## src/rtl/rx_peak_report_buffer.sv

```systemverilog
// rx_peak_report_buffer: queues peak reports (sample, sequence ID, timestamp)
// captured on a trigger strobe and hands each one to the ARM side as two
// 32-bit words over a valid/ack handshake.
// Optional feature macro: RX_PEAK_DROP_CNT_EN adds a saturating drop counter
// (o_drop_cnt). While overflow is flagged, its low bits are tagged into word1[31:29].
module rx_peak_report_buffer #(
    parameter int DEPTH = 8,
    parameter int AW    = 3
) (
    input  logic          crx_clk,
    input  logic          rrx_rst,
    input  logic          erx_en,
    input  logic [40:0]   i_sample_arm,
    input  logic [3:0]    i_received_seq,
    input  logic [15:0]   i_time_arm,
    input  logic          i_trigger_arm,
    input  logic          i_rd_ack,
    output logic [31:0]   o_rd_data,
    output logic          o_rd_valid,
    output logic          o_rd_word,
    output logic [AW:0]   o_level,
    output logic          o_irq,
`ifdef RX_PEAK_DROP_CNT_EN
    output logic [7:0]    o_drop_cnt,
`endif
    output logic          o_overflow
);

    typedef enum logic [1:0] {
        IDLE  = 2'd0,
        WORD0 = 2'd1,
        WORD1 = 2'd2
    } state_t;

    localparam logic [AW:0] FULL_LEVEL = (AW+1)'(DEPTH);
    localparam logic [AW:0] ONE_LEVEL  = (AW+1)'(1);

    // Entry layout: {seq[3:0], time[15:0], sample[40:0]} = 61 bits
    logic [60:0]    mem [DEPTH];
    logic [AW-1:0]  wr_ptr;
    logic [AW-1:0]  rd_ptr;
    logic [AW-1:0]  rd_ptr_inc;
    logic [AW:0]    level_next;
    state_t         state;
    state_t         next_state;
    logic           pop;
    logic           write_accept;
    logic           drop;
    logic           remaining_nz;
    logic [60:0]    new_entry;
    logic [60:0]    head_entry;
    logic [31:0]    next_word0;
    logic [31:0]    head_word1;
    logic [2:0]     word1_tag;

`ifdef RX_PEAK_DROP_CNT_EN
    logic [7:0]     drop_cnt;
`endif

    // Write/pop decisions; a pop in the same cycle frees a slot for a full-FIFO write
    always_comb begin
        new_entry    = {i_received_seq, i_time_arm, i_sample_arm};
        head_entry   = mem[rd_ptr];
        rd_ptr_inc   = rd_ptr + AW'(1);
        pop          = erx_en && (state == WORD1) && i_rd_ack;
        write_accept = erx_en && i_trigger_arm && ((o_level != FULL_LEVEL) || pop);
        drop         = erx_en && i_trigger_arm && (o_level == FULL_LEVEL) && !pop;
        remaining_nz = (o_level != ONE_LEVEL) || write_accept;
        // When the popped entry was the last one, the next head is the entry being written now
        if ((o_level == ONE_LEVEL) && write_accept) begin
            next_word0 = i_sample_arm[31:0];
        end else begin
            next_word0 = mem[rd_ptr_inc][31:0];
        end
        level_next = o_level;
        if (write_accept && !pop) begin
            level_next = o_level + ONE_LEVEL;
        end else if (!write_accept && pop) begin
            level_next = o_level - ONE_LEVEL;
        end
`ifdef RX_PEAK_DROP_CNT_EN
        word1_tag = o_overflow ? drop_cnt[2:0] : 3'b000;
`else
        word1_tag = 3'b000;
`endif
        head_word1 = {word1_tag, head_entry[60:32]};
    end

    // Report storage; contents need no reset because pointers define validity
    always_ff @(posedge crx_clk) begin
        if (write_accept && !rrx_rst) begin
            mem[wr_ptr] <= new_entry;
        end
    end

    // Pointers, fill level, interrupt and sticky overflow flag
    always_ff @(posedge crx_clk) begin
        if (rrx_rst) begin
            wr_ptr     <= '0;
            rd_ptr     <= '0;
            o_level    <= '0;
            o_irq      <= 1'b0;
            o_overflow <= 1'b0;
        end else begin
            if (write_accept) begin
                wr_ptr <= wr_ptr + AW'(1);
            end
            if (pop) begin
                rd_ptr <= rd_ptr_inc;
            end
            o_level <= level_next;
            o_irq   <= (level_next != '0);
            if (drop) begin
                o_overflow <= 1'b1;
            end
        end
    end

`ifdef RX_PEAK_DROP_CNT_EN
    // Saturating count of dropped reports
    always_ff @(posedge crx_clk) begin
        if (rrx_rst) begin
            drop_cnt <= 8'd0;
        end else if (drop && (drop_cnt != 8'hFF)) begin
            drop_cnt <= drop_cnt + 8'd1;
        end
    end

    assign o_drop_cnt = drop_cnt;
`endif

    // Read FSM state register
    always_ff @(posedge crx_clk) begin
        if (rrx_rst) begin
            state <= IDLE;
        end else begin
            state <= next_state;
        end
    end

    // Read FSM next-state: word0 is only accepted once it is actually presented
    always_comb begin
        next_state = state;
        if (erx_en) begin
            case (state)
                IDLE: begin
                    if (o_level != '0) begin
                        next_state = WORD0;
                    end
                end
                WORD0: begin
                    if (o_rd_valid && i_rd_ack) begin
                        next_state = WORD1;
                    end
                end
                WORD1: begin
                    if (i_rd_ack) begin
                        next_state = remaining_nz ? WORD0 : IDLE;
                    end
                end
                default: next_state = IDLE;
            endcase
        end
    end

    // Registered read port: first load of word0 after IDLE costs one cycle, then words follow acks directly
    always_ff @(posedge crx_clk) begin
        if (rrx_rst) begin
            o_rd_data  <= 32'd0;
            o_rd_valid <= 1'b0;
            o_rd_word  <= 1'b0;
        end else if (erx_en) begin
            case (state)
                IDLE: begin
                    o_rd_data  <= 32'd0;
                    o_rd_valid <= 1'b0;
                    o_rd_word  <= 1'b0;
                end
                WORD0: begin
                    if (!o_rd_valid) begin
                        o_rd_data  <= head_entry[31:0];
                        o_rd_valid <= 1'b1;
                        o_rd_word  <= 1'b0;
                    end else if (i_rd_ack) begin
                        o_rd_data  <= head_word1;
                        o_rd_word  <= 1'b1;
                    end
                end
                WORD1: begin
                    if (i_rd_ack) begin
                        if (remaining_nz) begin
                            o_rd_data  <= next_word0;
                            o_rd_valid <= 1'b1;
                            o_rd_word  <= 1'b0;
                        end else begin
                            o_rd_data  <= 32'd0;
                            o_rd_valid <= 1'b0;
                            o_rd_word  <= 1'b0;
                        end
                    end
                end
                default: begin
                    o_rd_data  <= 32'd0;
                    o_rd_valid <= 1'b0;
                    o_rd_word  <= 1'b0;
                end
            endcase
        end
    end

endmodule
```

## config.mk

```make
export PLATFORM = sky130hd
export DESIGN_NAME = rx_peak_report_buffer
export DESIGN_NICKNAME = d
export VERILOG_FILES = /design/src/rtl/rx_peak_report_buffer.sv
export SDC_FILE = /design/constraint.sdc
export NUM_CORES = 1
export LEC_CHECK = 0
export CAP_MARGIN = 30
export CORE_AREA = 2 2 217 219
export DETAILED_ROUTE_END_ITERATION = 8
export DIE_AREA = 0 0 219 221
export PLACE_DENSITY = 0.68
export SYNTH_ARGS = -nofsm -noshare
export SYNTH_HDL_FRONTEND = slang
export SYNTH_SLANG_ARGS = --single-unit
```

## constraint.sdc

```tcl
create_clock -name crx_clk -period 9.2 [get_ports crx_clk]
set_input_delay 1.84 -clock crx_clk [delete_from_list [all_inputs] [get_ports crx_clk]]
set_output_delay 1.84 -clock crx_clk [all_outputs]
set_load 0.1 [all_outputs]
```

# Yosys cells after proc, flatten, opt, wreduce, memory -nomap -nowiden
# Memories as Yosys holds them, arrays and structs flattened. A register that Yosys moved wholly into a read port is not among the register bits.
# Cells that the tools add are included.
# op_classes
addsub	4
eq_ne	10
mux	24
n_reduce_logical	22
# ops
operator	n
2-to-1 mux 32 bit	5
one-hot mux 32 bit (2 select lines)	1
logical AND 1 bit	11
2-to-1 mux 1 bit	8
2-to-1 mux 4 bit	2
nonzero test 4 bit	2
adder 3 x 1 -> 3 bit (second input constant)	2
2-to-1 mux 2 bit	3
2-to-1 mux 3 bit	2
inequality test 2 bit (second input constant)	3
one-hot mux 2 bit (3 select lines)	1
adder 4 x 1 -> 4 bit (second input constant)	1
== test 4 x 1 -> 1 bit (second input constant)	1
== test 4 bit (second input constant)	1
inequality test 4 x 1 -> 1 bit (second input constant)	1
inequality test 4 bit (second input constant)	1
one-hot mux 1 bit (2 select lines)	2
AND reduction 4 bit	1
subtractor 4 x 1 -> 4 bit (second input constant)	1
zero test 1 bit	3
inequality test 3 bit (second input constant)	1
AND reduction 3 bit	1
== test 2 x 1 -> 1 bit (second input constant)	1
== test 2 bit (second input constant)	1
3 further kinds	4
# word_totals
ff_bits	48
ramBits	488
inputBits	66
output_inout_bits	40
word_cells	70
mem_count	1
# memory_table
memory	depth	width	read_ports	rd_ports_with_merged_regs	wr	line_no	text
mem	8	61	2	1	1	39	logic [60:0] mem [DEPTH];

# Depth between registers and ports, before layout
# Gate-level depths: netlist of run 1.
# logic_depth
word_depth	10
mapped_depth	10
ltp_nobuf	7

# Worst setup path before layout of run 1
# OpenSTA, ideal clock, no wires.
# synth_path
path_kind	input to register
from	in i_rd_ack
to	mem mem[0][0] (enable)
setup_ns	0.555
t_arrival_ns	6.967
required_ns	8.645
path_slack_ns	1.678
path_stages	5
n_path_buf	1
path_cell_list	buf_2 nand3_2 a21o_1 or3_1 nor3_1
# synth_between
elab_chain_len	6
# synth_lines
item	line_no	text
start, declared	17	input logic i_rd_ack,
logical AND 1 bit	65	pop = erx_en && (state == WORD1) && i_rd_ack;
logical OR 1 bit	66	write_accept = erx_en && i_trigger_arm && ((o_level != FULL_LEVEL) || pop);
logical AND 1 bit	66	
logical AND 1 bit	91	if (write_accept && !rrx_rst) begin
2-to-1 mux 1 bit	91	
2-to-1 mux 1 bit (not written as such)	92	mem[wr_ptr] <= new_entry;
end, declared	39	
# No other way between the ends.

# Final worst setup path of run 1
# layout_path
from	in erx_en
to	mem mem[7][23] (enable)
# layout_between
elab_chain_len	7
word_cells_on_any_way	8
cone_classes	mux (2); reduce/logical (6)
# layout_lines
item	line_no	text
start, declared	12	input logic erx_en,
logical AND 1 bit (2 in a row)	65	
logical OR 1 bit	66	
logical AND 1 bit (*)	66	
logical AND 1 bit (*)	91	
2-to-1 mux 1 bit (*)	91	
2-to-1 mux 1 bit (not written as such) (*)	92	
# Every way passes the cells marked *; elsewhere a longest branch is shown, timed or not.

==> metrics.md, run 1 <==
| Metric | Value |
|---|---|
| Status | finished clean |
| Reg2reg start | state[0] |
| Via-to-Cell Ratio | roughly 6.2 |
| PortBufs | roughly 110 |
| DRC errors left | 0 |
| Worst-skew pair later-pin latency | around 0.60 ns |
| Clk slew on worst S/H paths | about 0.060 ns |
| CP max FO | 37 |
| Final setup viols | 0 |
| CP startpoint | erx_en |
| Initial antenna violation count | 2 |
| Die ar. | slightly below 50,000 um2 |
| Netlist cell types | 49 |
| Post-DRT Antenna Nets | 0 |
| Syn nets | 1,215 |
| Slew margin rel. | a little under a third |
| Fin. max-slew vios | 0 |
| Tot Pwr | between 5 and 6 mW |
| Synthesized instance count | roughly 1,100 |
| Final instance area | around 26,000 um2 |
| Period utilisation layout | between 50% and 60% |
| Clock Skews | 0.01614 ns |
| Measured slew at the worst slew-check pin | around 1.0 ns |
| Hold path cells | 2 |
| RR Endpoint | mem[7][23] |
| Tmin final | slightly below 5 ns |
| Hold Crit Class | reg -> reg |
| RSZ-0062 raised after global routing | no |
| Hold Fails Final Rpt | 0 |
| Register area share after synthesis | approximately two thirds |
| Root cell of the clock tree | clkbuf_16 |
| EDFF count, synth | between 400 and 500 |
| CP arrival | about 5.0 ns |
| Syn avg cell area | 20.06 um2 |
| Hold_buf cts | 0 |
| Area of the multi-input gates | around 6800 um2 |
| Clk sinks | around 540 |
| GRT Total Usage | approximately 22% |
| Num ports | 106 |
| Yosys warns | 0 |
| Fmax | 207.5 MHz |
| Met1 Usage GRT | a little under a third |
| Layout cells sized above 1 | approximately a quarter |
| Total congestion overflow | 0 |
| Netlist Area Pre-Place | 22,850 um2 |
| Die Y | around 220 um |
| Register Area | around 16,000 um2 |
| CTS tree | done |
| Startpoint Class | input pin |
| Vias | between 10,000 and 15,000 |
| R2R cell count | 8 |
| Post-CTS setup repair buffer count | 0 |
| Area grow syn2layout | 15.07% |
| Post-place instance area | roughly 25,000 um2 |
| Pwr dens | approximately 190 nW/um2 |
| Max Cap Viol | 0 |
| Largest net degree at the start of global routing | ~90 |
| FF+latch count, synth | 539 |
| Global-route wire length before repair | about 78 mm |
| Ys async rst share | 0% |
| Rows | between 70 and 80 |
| Maximum clock path buffer count | 3 |
| Setup CP Type | in -> reg |
| WL per Instance | 26.73 um |
| CP required | between 9 and 10 ns |
| Hold Crit Endpoint | o_overflow |
| Setup_tns | 0 ns |
| Initial Utilization | a little under 50% |
| Top FF cell, synth | edfxtp_1 |
| Critical Path End Type | flop |
| GPL Wtd Cong | between 0.7 and 0.8 |
| Peak VDD IR | 0.0001606 V |
| Number of global-route vias before repair | approximately 12,000 |
| Reg2Reg Setup Slack | ~5.6 ns |
| Die Wd | between 200 and 250 um |
| H-tree Lvls | 2 |
| GR peak layer | met2 |
| TritonCTS buffer count | 55 |
| GRT met3 Usage | 3.120% |
| NumNets Final | ~1,300 |
| CTS-repair resized insts | 0 |
| Met2 usage | between 30% and 40% |
| DP HPWL | 27.92 mm |
| DRT iter0 DRCs | 1,108 |
| CORE AREA | between 40,000 and 50,000 um2 |
| Final Core Density | approximately 57% |
| Hold Path Origin | o_overflow |
| Filler cells | around 3,500 |
| Initial DRT Pass Iterations | 8 |
| Detailed Route WL | approximately 50 mm |
| LEAKAGE | 7.994 nW |
[metrics by stage]
step | cells | worst slack (ns) | hold WS (ns)
2_1_floorplan | 1139 | 1.678 | 0.4619
3_3_place_gp | 1800 | 3.806 | 0.4545
3_5_place_dp | 1801 | 3.676 | 0.4575
4_1_cts | 1904 | 4.307 | 0.4743
5_1_grt | 1905 | 4.160 | 0.4891
6_report | 1905 | 4.381 | 0.4797
[metal layers]
layer / share of wire, % / routed length, um
met3: 6.9 / 3526
met5: 0.016 / 8
met4: 1.6 / 822
met1: 41 / 21050
met2: 50 / 25520
[where the power goes]
part	switching [mW]	internal [mW]	total [mW]
Sequential	0.00813	2.68	2.69
Clock	0.902	1.27	2.17
Combinational	0.0853	0.0521	0.137
[cells in the mapped netlist, types with 8 or more instances]
master      n  share of area (%)
clkbuf_1    8               0.13
nor2_1     53               0.87
inv_1       8               0.13
mux2i_1    82                3.6
buf_2      41               0.90
mux4_2    170                 17
dfxtp_1    51                4.5
buf_6      11               0.54
nand2_1    40               0.66
ha_1       10               0.55
a211oi_1   11               0.36
edfxtp_1  488                 64
mux4_1      9                1.0
o22ai_1    24               0.66
a32oi_1    17               0.65
buf_4       9               0.30
a221oi_2   15               0.99
a21oi_1    10               0.22
[final cells by class]
class                           instances  share of cell area (%)
Clock buffer                           80                   5.978
Clock inverter                         23                  0.7853
Timing Repair Buffer                  129                   4.807
Sequential cell                       539                   59.68
Antenna cell                            1                0.009519
Inverter                                8                  0.1142
Multi-Input combinational cell        518                   25.73
Tap cell                              607                   2.889
[flip-flops by register name, summed over array words and instances (netlist names), named ones only]
register and count:
rd_ptr 3, state 2, o_rd_valid 1, mem 488, o_level 4, o_overflow 1
o_rd_word 1, o_rd_data 32, wr_ptr 3, o_irq 1
[how the worst max path moves through the flow]
stage                      end  slack (ns)  cells after the start
floorplan            mem[0][0]        1.68                      5
global placement    mem[7][43]        3.81                      7
detailed placement  mem[7][12]        3.68                      7
CTS                 mem[7][24]        4.31                      7
global route        mem[7][23]        4.16                      7
finish              mem[7][23]        4.38                      7
[critical path, stage by stage]
cell and delay, ns:
clkdlybuf4s50_1 0.71, nand3_2 0.31, a21o_1 0.30, nor2_1 0.10, nand2_1 0.24, nor2_4 0.83, buf_4 0.68
[logic make-up after synthesis]
group                      Yosys count  share of synthesized area (%)
AOI/OAI and AO/OA                  115                          4.288
adders and majority gates           10                         0.5477
xor gates and xnor gates             7                         0.3505
and+or+nand+nor                    119                          2.339
buffers and inverters               82                          2.180
DFF                                539                          68.61
muxes                              267                          21.68
[layout by cell type (no fill, tap or decap), types with 3 or more instances in the layout]
cell type,netlist,layout
clkinv_2,0,12
o22ai_1,24,24
nand2_1,40,40
mux4_2,170,170
edfxtp_1,488,488
mux4_1,9,9
a21oi_1,10,10
a221oi_2,15,15
mux2i_1,82,82
xor2_1,4,4
buf_4,9,22
clkbuf_8,0,8
mux2_2,6,6
clkbuf_1,8,16
nor3_2,0,4
dfxtp_1,51,47
clkinv_1,0,4
ha_1,10,9
nor2_1,53,47
nand3_1,4,4
bufinv_16,0,3
a22oi_1,7,7
o21ai_0,6,6
nor2b_1,4,3
a211oi_2,3,3
a222oi_1,7,7
nor2_4,0,6
a211oi_1,11,11
clkdlybuf4s50_1,0,105
clkbuf_16,0,56
a32oi_1,17,17
a221o_1,4,4
nand2b_1,4,4
inv_1,8,8
dfxtp_4,0,4
Power figures use the tool's default switching activity.
==> inputs of run 2 (changes only) <==
==> constraint.sdc (replaced) <==
create_clock -name crx_clk -period 4.9 [get_ports crx_clk]
set_input_delay 0.98 -clock crx_clk [delete_from_list [all_inputs] [get_ports crx_clk]]
set_output_delay 0.98 -clock crx_clk [all_outputs]
set_load 0.1 [all_outputs]
==> run 2 against run 1 <==
  * Via count hardly changed
  * Clock-buffer cell count is 6 lower
  * Non-clock buffer count is 13 higher
  * Core utilization is 0.68 points higher
==> metrics.md, run 2 (synthesis results as in run 1) <==
| Metric | Value |
|---|---|
| Detailed Route WL | ~52 mm |
| Die Y | between 200 and 250 um |
| NetSw | 1.877 mW |
| Tmin final | approximately 3.4 ns |
| RSZ-0062 raised after global routing | no |
| Biggest register | mem |
| Post-CTS setup repair buffer count | 0 |
| CP arrival | between 3 and 4 ns |
| Layout cells sized above 1 | between 20 and 30% |
| Period utilisation layout | between 60 and 70% |
| Die ar. | 48,400 um2 |
| Worst-skew pair later-pin latency | 0.60 ns |
| Commonest non-fill, non-tap cells in the layout | edfxtp_1 (488), mux4_2 (170), clkdlybuf4s50_1 (105) |
| Combinational Power Share | under 10% |
| Slew margin rel. | roughly a third |
| Sw frac | 19.73% |
| Fmax | roughly 300 MHz |
| Clk slew on worst S/H paths | 0.06 ns |
| Cell Count Post-Placement | 1,813 |
| Number of global-route vias before repair | 12,480 |
| CP required | 5.17 ns |
| Fin. max-slew vios | 0 |
| CORE AREA | roughly 46,000 um2 |
| DRT iter0 DRCs | about 1,100 |
| H-tree Lvls | 2 |
| Largest registers | mem x488, o_rd_data x32, o_level x4 |
| DP HPWL | 29.63 mm |
| Pwr dens | between 300 and 400 nW/um2 |
| Num ports | 106 |
| CTS tree | done |
| Max Cap Viol | 0 |
| Post-DRT Antenna Nets | 0 |
| Vias | around 12,000 |
| GRT Total Usage | 22.10% |
| GPL Wtd Cong | roughly 0.77 |
| Die Wd | 219 um |
| Sequential power share | approximately 53% |
| Setup_tns | 0 ns |
| Initial DRT Pass Iterations | 7 |
| Measured slew at the worst slew-check pin | ~1 ns |
| TritonCTS buffer count | 54 |
| Global-route wire length before repair | 79.25 mm |
| Commonest non-fill, non-tap cell in the layout | edfxtp_1 |
| LEAKAGE | approximately 8.1 nW |
| DRC errors left | 0 |
| Clk sinks | ~540 |
| Initial antenna violation count | 3 |
| Peak VDD IR | just under 0.0003 V |
| Rows | between 70 and 80 |
| PortBufs | ~110 |
| WL per Instance | 27.08 um |
| Initial Utilization | about half |
| Root cell of the clock tree | clkbuf_16 |
| Hold Fails Final Rpt | 0 |
| Via-to-Cell Ratio | between 6 and 7 |
| Maximum clock path buffer count | 3 |
| Largest net degree at the start of global routing | 50 |
| Clock Power Share | 44.2% |
| Total congestion overflow | 0 |
| Status | finished clean |
| Max FFs per register | 488 |
| Clock Skews | 0.01703 ns |
| Setup CP Type | in -> reg |
| Area grow syn2layout | 16.44% |
| Non-Filler Instances | 1,918 |
| Hold Crit Class | reg -> reg |
| Final setup viols | 0 |
| NumNets Final | between 1,000 and 1,500 |
| CP max FO | 38 |
| Int Pwr | roughly 7.6 mW |
| CTS-repair resized insts | 0 |
| Hold_buf cts | 0 |
| Critical Path End Type | flop |
| Startpoint Class | input pin |
-- run 2: cell count changes in the layout (fill, tap and decap cells not counted), moves of 2 or more --
cell | before | now
bufinv_16 | 3 | 6
clkbuf_8 | 8 | 4
clkinv_4 | 0 | 3
clkinv_2 | 12 | 6
clkbuf_1 | 16 | 13
clkinv_1 | 4 | 10
clkinvlp_4 | 1 | 3
nor3_4 | 0 | 2
inv_6 | 2 | 0
buf_12 | 1 | 13
nor3_2 | 4 | 2
-- run 2: worst max-delay path, cell delays in order --
cell and delay [ns]:
clkdlybuf4s50_1 0.72, nand3_2 0.32, a21o_1 0.30, or3_1 0.50
nor2_4 0.43, buf_12 0.32
-- run 2: power groups by stage --
stage	Combinational (mW)	Clock (mW)	Sequential, mW
after floorplan	0.0831	0	5.17
after global placement	0.254	0	5.15
after detailed placement	0.260	0	5.15
after CTS	0.261	4.28	5.05
after global routing	0.281	4.45	5.05
final	0.259	4.20	5.05
-- run 2: path summary, 6_finish.rpt --
path              slack [ns]  cells after the start     startpoint       endpoint
setup / recovery        1.53                      6       i_rd_ack     mem[5][59]
hold / removal          0.49                      2  o_rd_data[22]  o_rd_data[22]
setup reg to reg        1.93                      7     o_level[1]     mem[5][59]
hold reg to reg         0.49                      2  o_rd_data[22]  o_rd_data[22]
-- run 2: layout make-up --
class / count / area [um2]
multi-input cells: 518 / 6778
diodes: 2 / 5.005
repair buffers: 142 / 1511
clock inverters: 28 / 296.5
flip-flops and latches: 539 / 15690
fillers: 3450 / 19460
clock buffers: 74 / 1530
inverters: 8 / 30.03
well taps: 607 / 759.5
-- run 2: per-layer routing --
metal	track usage, %	wire, um	share of wire (%)	up-vias
met3	3.684	3414	6.6	90
met5	0	13	0.025	-
met4	7.389	1428	2.7	2
met1	30.73	21270	41	6222
li1	-	-	-	5091
met2	35.79	25800	50	410
-- run 2: per-stage QoR --
| step | utilization, % | area [um2] | power (mW) | hold slack (ns) | worst slack (ns) |
|---|---|---|---|---|---|
| 2_1_floorplan | - | 22860 | 5.258 | 0.4619 | -0.4520 |
| 3_3_place_gp | 53.67 | 24720 | 5.405 | 0.4733 | 1.012 |
| 3_5_place_dp | 53.71 | 24740 | 5.412 | 0.4697 | 0.9414 |
| 4_1_cts | 57.68 | 26570 | 9.593 | 0.4930 | 1.554 |
| 5_1_grt | 57.74 | 26600 | 9.785 | 0.5113 | 1.381 |
| 6_report | 57.75 | 26600 | 9.514 | 0.4856 | 1.531 |
